File: config.mk
export PLATFORM = sky130hd
export DESIGN_NAME = fft_frame_ctrl
export DESIGN_NICKNAME = d
export VERILOG_FILES = /design/src/rtl/fft_frame_ctrl.sv
export SDC_FILE = /design/constraint.sdc
export NUM_CORES = 2
export LEC_CHECK = 0
export CAP_MARGIN = 25
export CELL_PAD_IN_SITES_DETAIL_PLACEMENT = 0
export CELL_PAD_IN_SITES_GLOBAL_PLACEMENT = 2
export CORE_ASPECT_RATIO = 1.4
export CORE_UTILIZATION = 45
export CTS_CLUSTER_DIAMETER = 100
export CTS_CLUSTER_SIZE = 14
export DETAILED_ROUTE_END_ITERATION = 6
export GPL_TIMING_DRIVEN = 0
export PLACE_DENSITY_LB_ADDON = 0.1
export SLEW_MARGIN = 10
export SYNTH_ARGS = -nofsm -noshare
export SYNTH_HDL_FRONTEND = slang
export SYNTH_SLANG_ARGS = --single-unit
File: constraint.sdc
create_clock -name clk -period 3.9 [get_ports clk]
set_input_delay 0.585 -clock clk [delete_from_list [all_inputs] [get_ports clk]]
set_output_delay 0.585 -clock clk [all_outputs]
set_load 0.005 [all_outputs]
File: src/rtl/fft_frame_ctrl.sv
// fft_frame_ctrl: decimating capture buffer, FFT launch/watchdog and
// peak-bin result register in front of fft_top.
// Optional feature macro: FFT_CTRL_PINGPONG_EN (two banks, capture overlaps
// the transform). Without it a single bank is built and capture pauses
// while that bank is full or being transformed.
module fft_frame_ctrl #(
  parameter int unsigned DATA_WIDTH = 12,
  parameter int unsigned ADDR_WIDTH = 8,
  parameter int unsigned TIMEOUT    = 65535
) (
  input  logic                  clk,
  input  logic                  rst,
  input  logic                  enable,
  input  logic                  single_shot,
  input  logic [7:0]            decim,
  input  logic                  smp_valid,
  input  logic [DATA_WIDTH-1:0] smp_data,
  output logic                  fft_start,
  input  logic                  fft_ren,
  input  logic [ADDR_WIDTH-1:0] fft_raddr,
  output logic [DATA_WIDTH-1:0] fft_rdata,
  input  logic                  fft_done,
  input  logic [ADDR_WIDTH-1:0] peak1_bin,
  input  logic [ADDR_WIDTH-1:0] peak2_bin,
  output logic                  res_valid,
  input  logic                  res_ack,
  output logic [ADDR_WIDTH-1:0] res_bin1,
  output logic [ADDR_WIDTH-1:0] res_bin2,
  output logic [15:0]           frame_cnt,
  output logic                  overrun,
  output logic                  timeout_err,
  output logic                  busy
);
  localparam int unsigned DEPTH = 2 ** ADDR_WIDTH;
  localparam int unsigned WD_W  = $clog2(TIMEOUT + 1);
`ifdef FFT_CTRL_PINGPONG_EN
  localparam int unsigned NBANK = 2;
`else
  localparam int unsigned NBANK = 1;
`endif

  typedef enum logic [1:0] {B_EMPTY, B_FILLING, B_FULL, B_IN_FFT} bank_st_t;
  typedef enum logic [1:0] {F_IDLE, F_START, F_BUSY, F_REPORT} fsm_t;

  bank_st_t              bank_q [2];
  bank_st_t              bank_d [2];
  logic                  fill_q, fill_d;
  logic [ADDR_WIDTH-1:0] wp_q, wp_d;
  logic [7:0]            dcnt_q, dcnt_d;
  logic                  keep, wr_en, drop_ovr, have_fill;
  fsm_t                  state_q, state_d;
  logic                  cur_q, cur_d;
  logic                  start_c, free_c, report_c, tmo_c;
  logic [WD_W-1:0]       wd_q;
  logic                  inhibit_q, ss_frame_q;

  logic [DATA_WIDTH-1:0] mem0 [DEPTH];
`ifdef FFT_CTRL_PINGPONG_EN
  logic [DATA_WIDTH-1:0] mem1 [DEPTH];
`endif

  // Capture side: decimation, write pointer and bank state transitions
  always_comb begin
    bank_d    = bank_q;
    fill_d    = fill_q;
    wp_d      = wp_q;
    dcnt_d    = dcnt_q;
    keep      = 1'b0;
    wr_en     = 1'b0;
    drop_ovr  = 1'b0;
    have_fill = 1'b0;
    if (enable && smp_valid && !inhibit_q) begin
      if (dcnt_q == decim) begin
        keep   = 1'b1;
        dcnt_d = '0;
      end else begin
        dcnt_d = dcnt_q + 8'd1;
      end
    end
    if (keep) begin
      if (bank_q[fill_q] == B_FILLING) begin
        wr_en = 1'b1;
        if (&wp_q) begin
          bank_d[fill_q] = B_FULL;
          wp_d           = '0;
        end else begin
          wp_d = wp_q + ADDR_WIDTH'(1);
        end
      end else begin
        drop_ovr = (NBANK > 1);
      end
    end
    if (start_c) bank_d[cur_q] = B_IN_FFT;
    if (free_c)  bank_d[cur_q] = B_EMPTY;
    // keep exactly one bank filling whenever an empty one exists
    for (int unsigned b = 0; b < NBANK; b++)
      if (bank_d[1'(b)] == B_FILLING) have_fill = 1'b1;
    for (int unsigned b = 0; b < NBANK; b++) begin
      if (!have_fill && bank_d[1'(b)] == B_EMPTY) begin
        bank_d[1'(b)] = B_FILLING;
        fill_d        = 1'(b);
        have_fill     = 1'b1;
      end
    end
  end

  // FFT FSM next-state and control strobes
  always_comb begin
    state_d  = state_q;
    cur_d    = cur_q;
    start_c  = 1'b0;
    free_c   = 1'b0;
    report_c = 1'b0;
    tmo_c    = 1'b0;
    case (state_q)
      F_IDLE: begin
        if (bank_q[0] == B_FULL) begin
          cur_d   = 1'b0;
          state_d = F_START;
        end else if (NBANK > 1 && bank_q[1] == B_FULL) begin
          cur_d   = 1'b1;
          state_d = F_START;
        end
      end
      F_START: begin
        start_c = 1'b1;
        state_d = F_BUSY;
      end
      F_BUSY: begin
        if (fft_done) begin
          state_d = F_REPORT;
        end else if (wd_q == '0) begin
          tmo_c   = 1'b1;
          free_c  = 1'b1;
          state_d = F_IDLE;
        end
      end
      F_REPORT: begin
        report_c = 1'b1;
        free_c   = 1'b1;
        state_d  = F_IDLE;
      end
      default: state_d = F_IDLE;
    endcase
  end

  // State, bank bookkeeping, watchdog and registered outputs
  always_ff @(posedge clk or posedge rst) begin
    if (rst) begin
      state_q     <= F_IDLE;
      cur_q       <= 1'b0;
      bank_q[0]   <= B_FILLING;
      bank_q[1]   <= B_EMPTY;
      fill_q      <= 1'b0;
      wp_q        <= '0;
      dcnt_q      <= '0;
      wd_q        <= '0;
      inhibit_q   <= 1'b0;
      ss_frame_q  <= 1'b0;
      fft_start   <= 1'b0;
      fft_rdata   <= '0;
      res_valid   <= 1'b0;
      res_bin1    <= '0;
      res_bin2    <= '0;
      frame_cnt   <= '0;
      overrun     <= 1'b0;
      timeout_err <= 1'b0;
      busy        <= 1'b0;
    end else begin
      state_q   <= state_d;
      cur_q     <= cur_d;
      bank_q    <= bank_d;
      fill_q    <= fill_d;
      wp_q      <= wp_d;
      dcnt_q    <= dcnt_d;
      fft_start <= start_c;
      busy      <= (state_d != F_IDLE);
      if (start_c)
        wd_q <= WD_W'(TIMEOUT);
      else if (state_q == F_BUSY && wd_q != '0)
        wd_q <= wd_q - WD_W'(1);
      if (wr_en && wp_q == '0) ss_frame_q <= single_shot;
      if (report_c && ss_frame_q)
        inhibit_q <= 1'b1;
      else if (!enable)
        inhibit_q <= 1'b0;
      if (fft_ren) begin
`ifdef FFT_CTRL_PINGPONG_EN
        fft_rdata <= cur_q ? mem1[fft_raddr] : mem0[fft_raddr];
`else
        fft_rdata <= mem0[fft_raddr];
`endif
      end
      if (report_c) begin
        res_bin1  <= peak1_bin;
        res_bin2  <= peak2_bin;
        frame_cnt <= frame_cnt + 16'd1;
      end
      if (report_c)
        res_valid <= 1'b1;
      else if (res_ack)
        res_valid <= 1'b0;
      if ((report_c && res_valid) || drop_ovr) overrun <= 1'b1;
      if (tmo_c) timeout_err <= 1'b1;
    end
  end

  // Sample storage (no reset: contents are only meaningful once written)
  always_ff @(posedge clk) begin
`ifdef FFT_CTRL_PINGPONG_EN
    if (wr_en && fill_q)  mem1[wp_q] <= smp_data;
    if (wr_en && !fill_q) mem0[wp_q] <= smp_data;
`else
    if (wr_en) mem0[wp_q] <= smp_data;
`endif
  end

endmodule

* Word level (Yosys, flattened, before mapping)
Memory sizes are Yosys's and may differ from the RTL's. A register that Yosys moved wholly into a read port is not among the register bits.
Index checks and enable logic that the tools add are counted.
** Cells by class
- Equality and inequality tests :: 8
- Add/sub/neg operators :: 4
- Reduce and logical (&&, ||, !) cells :: 19
- Muxes and demuxes :: 31
** Operators by type and width (number)
- 2-to-1 mux 16 bit :: 2
- 2-to-1 mux 4 bit :: 5
- adder 16 x 1 -> 16 bit, second input constant :: 1
- adder 8 x 1 -> 8 bit, second input constant :: 2
- zero test 16 bit :: 1
- 2-to-1 mux 1 bit :: 16
- 2-to-1 mux 8 bit :: 2
- nonzero test 16 bit :: 1
- subtractor 16 x 1 -> 16 bit, second input constant :: 1
- == test 8 bit :: 1
- zero test 8 bit :: 1
- 2-to-1 mux 2 bit :: 4
- one-hot mux 2 bit (4 select lines) :: 1
- AND reduction 8 bit :: 1
- logical AND 1 bit :: 7
- == test 2 x 1 -> 1 bit, second input constant :: 3
- == test 2 bit, second input constant :: 3
- nonzero test 2 bit :: 3
- zero test 2 bit :: 2
- zero test 1 bit :: 2
- inequality test 2 x 1 -> 1 bit, second input constant :: 1
- one-hot mux 1 bit (2 select lines) :: 1
- AND reduction 2 bit :: 1
** Word-level totals
- Bits of input ports :: 52
- Logic and storage cells :: 79
- Memories kept :: 1
- Memory bits (writable) :: 3072
- Register bits :: 77
- Output and inout port bits :: 49
** Memories
- mem0 :: depth 256, bits a word 12, rd ports 1, clocked after memory_dff 1, write ports 1, RTL line 57 : logic [DATA_WIDTH-1:0] mem0 [DEPTH];

* Longest topological paths before layout
- Depth after elaboration :: 11
- Mapped depth :: 14
- Mapped depth without buffers :: 9

* Least setup slack after synthesis
OpenSTA, ideal clock, no wires.
- Path kind :: input-to-reg
- Start :: input port decim[3]
- End :: memory mem0[112][0] (enable)
- Required time :: 3.520 ns
- Arrival time :: 2.705 ns
- Path buffers :: 2
- Slack :: 0.814 ns
- Setup time :: 0.380 ns
- Stages on the path :: 8
- Cell sequence :: xnor2_1 -> nand4_1 -> nor2_1 -> nand3_1 -> or4_1 -> clkbuf_1 -> clkbuf_1 -> nor2_1
** On the way
- Longest elaborated chain between the ends :: 6
** Ends and longest elaborated chain
- from (decl) :: RTL line 15 : input logic [7:0] decim,
- == test 8 bit :: RTL line 73 : if (dcnt_q == decim) begin
- 2-to-1 mux 1 bit :: RTL line 73
- 2-to-1 mux 1 bit :: RTL line 72 : if (enable && smp_valid && !inhibit_q) begin
- 2-to-1 mux 1 bit :: RTL line 80 : if (keep) begin
- 2-to-1 mux 1 bit :: RTL line 214 : if (wr_en) mem0[wp_q] <= smp_data;
- 2-to-1 mux 1 bit (implied by the code) :: RTL line 214
- to (decl) :: RTL line 57
Every way passes these cells.

==> impl_metrics.toml <==
[place]
hpwl_um = 389600
port_buffers = 97
gp_congestion = 1.057

[routing]
drt_iter0_markers = 12301
route.vias.total = 72522
antenna_left = 0
routed_wl_um = 553700
drtPass1Iterations = 7
drc_errors = 1
via_per_inst = 6.905
routedWlPerCell_um = 52.72

[synthesis]
syn_area_per_cell_um2 = 19.97
synth_area_um2 = 122600
yosysUniqueCellTypes = 71
netlist_instances = 6138
async_flop_share_pct = 2.754
synth_top_area_share_pct = 75.24
ys_seq_area_share_pct = 77.02
synth_common_cells = "edfxtp_1 (3072), mux4_2 (534), mux2i_1 (481), nor2_1 (352), nand2_1 (251)"
synth_top_area_cell = "edfxtp_1"
synth_most_common_cell = "edfxtp_1"
synth_fp_nets = 6197
synthTopCellsByArea = "edfxtp_1 (75%), mux4_2 (9.8%), mux2i_1 (3.9%)"
synth_seq_cells = 3159
ys.flop_type = "edfxtp_1"
synth-edff-count = 3072
ys_warn_count = 0

[global_route]
grt.total_usage_pct = 40.05
grt_max_degree = 137
grt_pass1_vias = 67931
grt_overflow_total = 0
grt_pass1_wl_um = 698300
antenna_found_initial = 52

[die]
core_um2 = 270900
start_util_pct = 45.26
rows = 226
fp.dieH_um = 619.6
boundaryPins = 101
die_x_um = 443.1
dieArea_um2 = 274600

[setup_path]
ff2ff_setup_slack_ps = -30
end_kind = "register"
path_class = "primary input to register"
cp.required_ps = 4720
crit_chain = "clkdlybuf4s15_2 > clkbuf_4 > clkbuf_4 > clkbuf_2 > buf_16 > clkbuf_2 > buf_16 > a2111oi_2 > buf_4 > a21oi_1 > nand3_1 > o211ai_1"
slowest_delay_ps = 600
start_kind = "primary input"
cp.arrival_ps = 5040
crit_fanout = 10
critPathSlowestCell = "a21oi_1"

[sta]
hold_viol = 0
setup_ws_ps = -324.3
fin_crit_sh_pct = 108.3
worst_slew_pin_slew_ps = 1181
skew_ps = 52.92
rsz0062_at_grt = "true"
finalMaxSlewViolations = 0
slew_headroom_pct = 21.02
period_minus_slack_ps = 4224
holdWs_ps = 31.89
max_freq_mhz = 236.7
setup_viol = 24

[worst_hold_path]
hp-class = "primary input to async pin"

[final_layout]
area_growth_pct = 16.24
drive_gt1_share_pct = 26.33
finalNetCount = 6893

[cts]
cts-htree-levels = 5
clock-root-buffer = "clkbuf_16"
tritoncts = "done"
insertion_delay_ps = 910
cts_buffer_depth = 4
cts_hold_buf = 0
cts.sink_count = 3159
cts.reportedPaths.clkPinSlew_ps = 70
numCtsBuffers = 267

[power_and_ir_drop]
peakVddDrop_mv = 0.3796
power_density_nw_per_um2 = 480.9
finalPower_uw = 68530
p_leak_uw = 0.04564

[flow_run]
maxCapViolCount = 0

[status]
violations = "DRC, setup timing"
outcome = "finished, violations left"
## per-stage QoR
stage	TNS (ps)	utilization (%)	instance area (µm²)	cells	setup slack, ps
after CTS	0	52.47	142100	10449	0.8438
after global routing	-83.30	52.57	142400	10459	-49.87
after global placement	-	47.25	128000	9769	-6338
final	-2296	52.61	142500	10503	-324.3
after detailed placement	-3344130	49.42	133900	10097	-2988
after floorplan	0	-	122600	6138	814.3
## registers in the layout, summed over array words and instances, names as in the netlist, 8 cells and up
name / count
dcnt_q: 8
fft_rdata: 12
frame_cnt: 16
mem0: 3072
res_bin1: 8
res_bin2: 8
wd_q: 16
wp_q: 8
## power breakdown
part | total (µW) | switching, µW | internal [µW]
combinational | 5720 | 4050 | 1670
sequential | 37600 | 183 | 37400
clock | 25200 | 12300 | 12900
## cell type report
| type | count | area (µm²) |
|---|---|---|
| flip-flops and latches | 3159 | 94430 |
| diodes | 50 | 125.1 |
| plain buffers | 353 | 2628 |
| clock inverters | 11 | 143.9 |
| well taps | 3534 | 4422 |
| inverters | 18 | 75.07 |
| clock buffers | 343 | 7179 |
| repair buffers | 432 | 6081 |
| multi-input cells | 2603 | 27440 |
| fillers | 21401 | 128400 |
## final timing paths
kind,startpoint,endpoint,depth (start not counted)
max,fft_raddr[2],fft_rdata[7]$_DFFE_PP0P_,12
max in group asynchronous,rst,bank_q[2]$_DFF_PP1_,3
max reg2reg,wp_q[7]$_DFFE_PP0P_,mem0[186][4]$_DFFE_PP_,5
min in group clk,smp_data[10],mem0[212][10]$_DFFE_PP_,1
min reg2reg,overrun$_DFFE_PP0P_,overrun$_DFFE_PP0P_,1
min,rst,frame_cnt[1]$_DFFE_PP0P_,2
## critical path: cells and delay by family
family                 cells  cell delay (ps)
AOI/OAI and AO/OA          3             1020
and+or+nand+nor            1              370
buffers and inverters      8             2920
## cells in the final DEF, fill, tap and decap left out, types with 46 or more instances in the layout
cell type	n
edfxtp_1	3072
mux4_2	534
mux2i_1	478
clkbuf_16	277
nand2_1	232
o22ai_1	198
buf_8	176
nor2_2	165
buf_6	130
clkbuf_1	126
buf_4	125
nor2_1	108
a22oi_1	91
dfrtp_1	86
clkdlybuf4s50_1	83
nor2_4	79
o21ai_0	64
nand3_1	59
a211oi_1	58
a21oi_1	57
nor3_1	55
clkbuf_2	55
diode_2	50
o221ai_1	50
buf_2	47
buf_16	46
## metal layers
metal	wire length, µm	up-vias	global-route usage, %	share of wire, %
met3	63850	1428	11.35	12
met2	246000	5731	59.85	44
li1	-	26617	-	-
met5	147	-	0	0.027
met4	58310	16	35.03	11
met1	185400	38730	47.70	33
## cells by family after synthesis
logic type | after synthesis | synth area share, %
flip-flops | 3159 | 77.02
AO/OA/AOI/OAI | 687 | 3.863
adder cells (fa/ha/maj) | 7 | 0.07143
XOR/XNOR | 36 | 0.2572
multiplexers | 1027 | 13.91
buffers and inverters | 376 | 1.865
AND/OR/NAND/NOR | 846 | 3.019
## what timing repair did
action | CTS | global route
buffers inserted | 1 | 0
gates cloned | 0 | 0
endpoints found under the setup margin | 2899 | 125
resized for setup | 262 | 60
pin swaps | 5 | 4
Power figures use the tool's default switching activity.
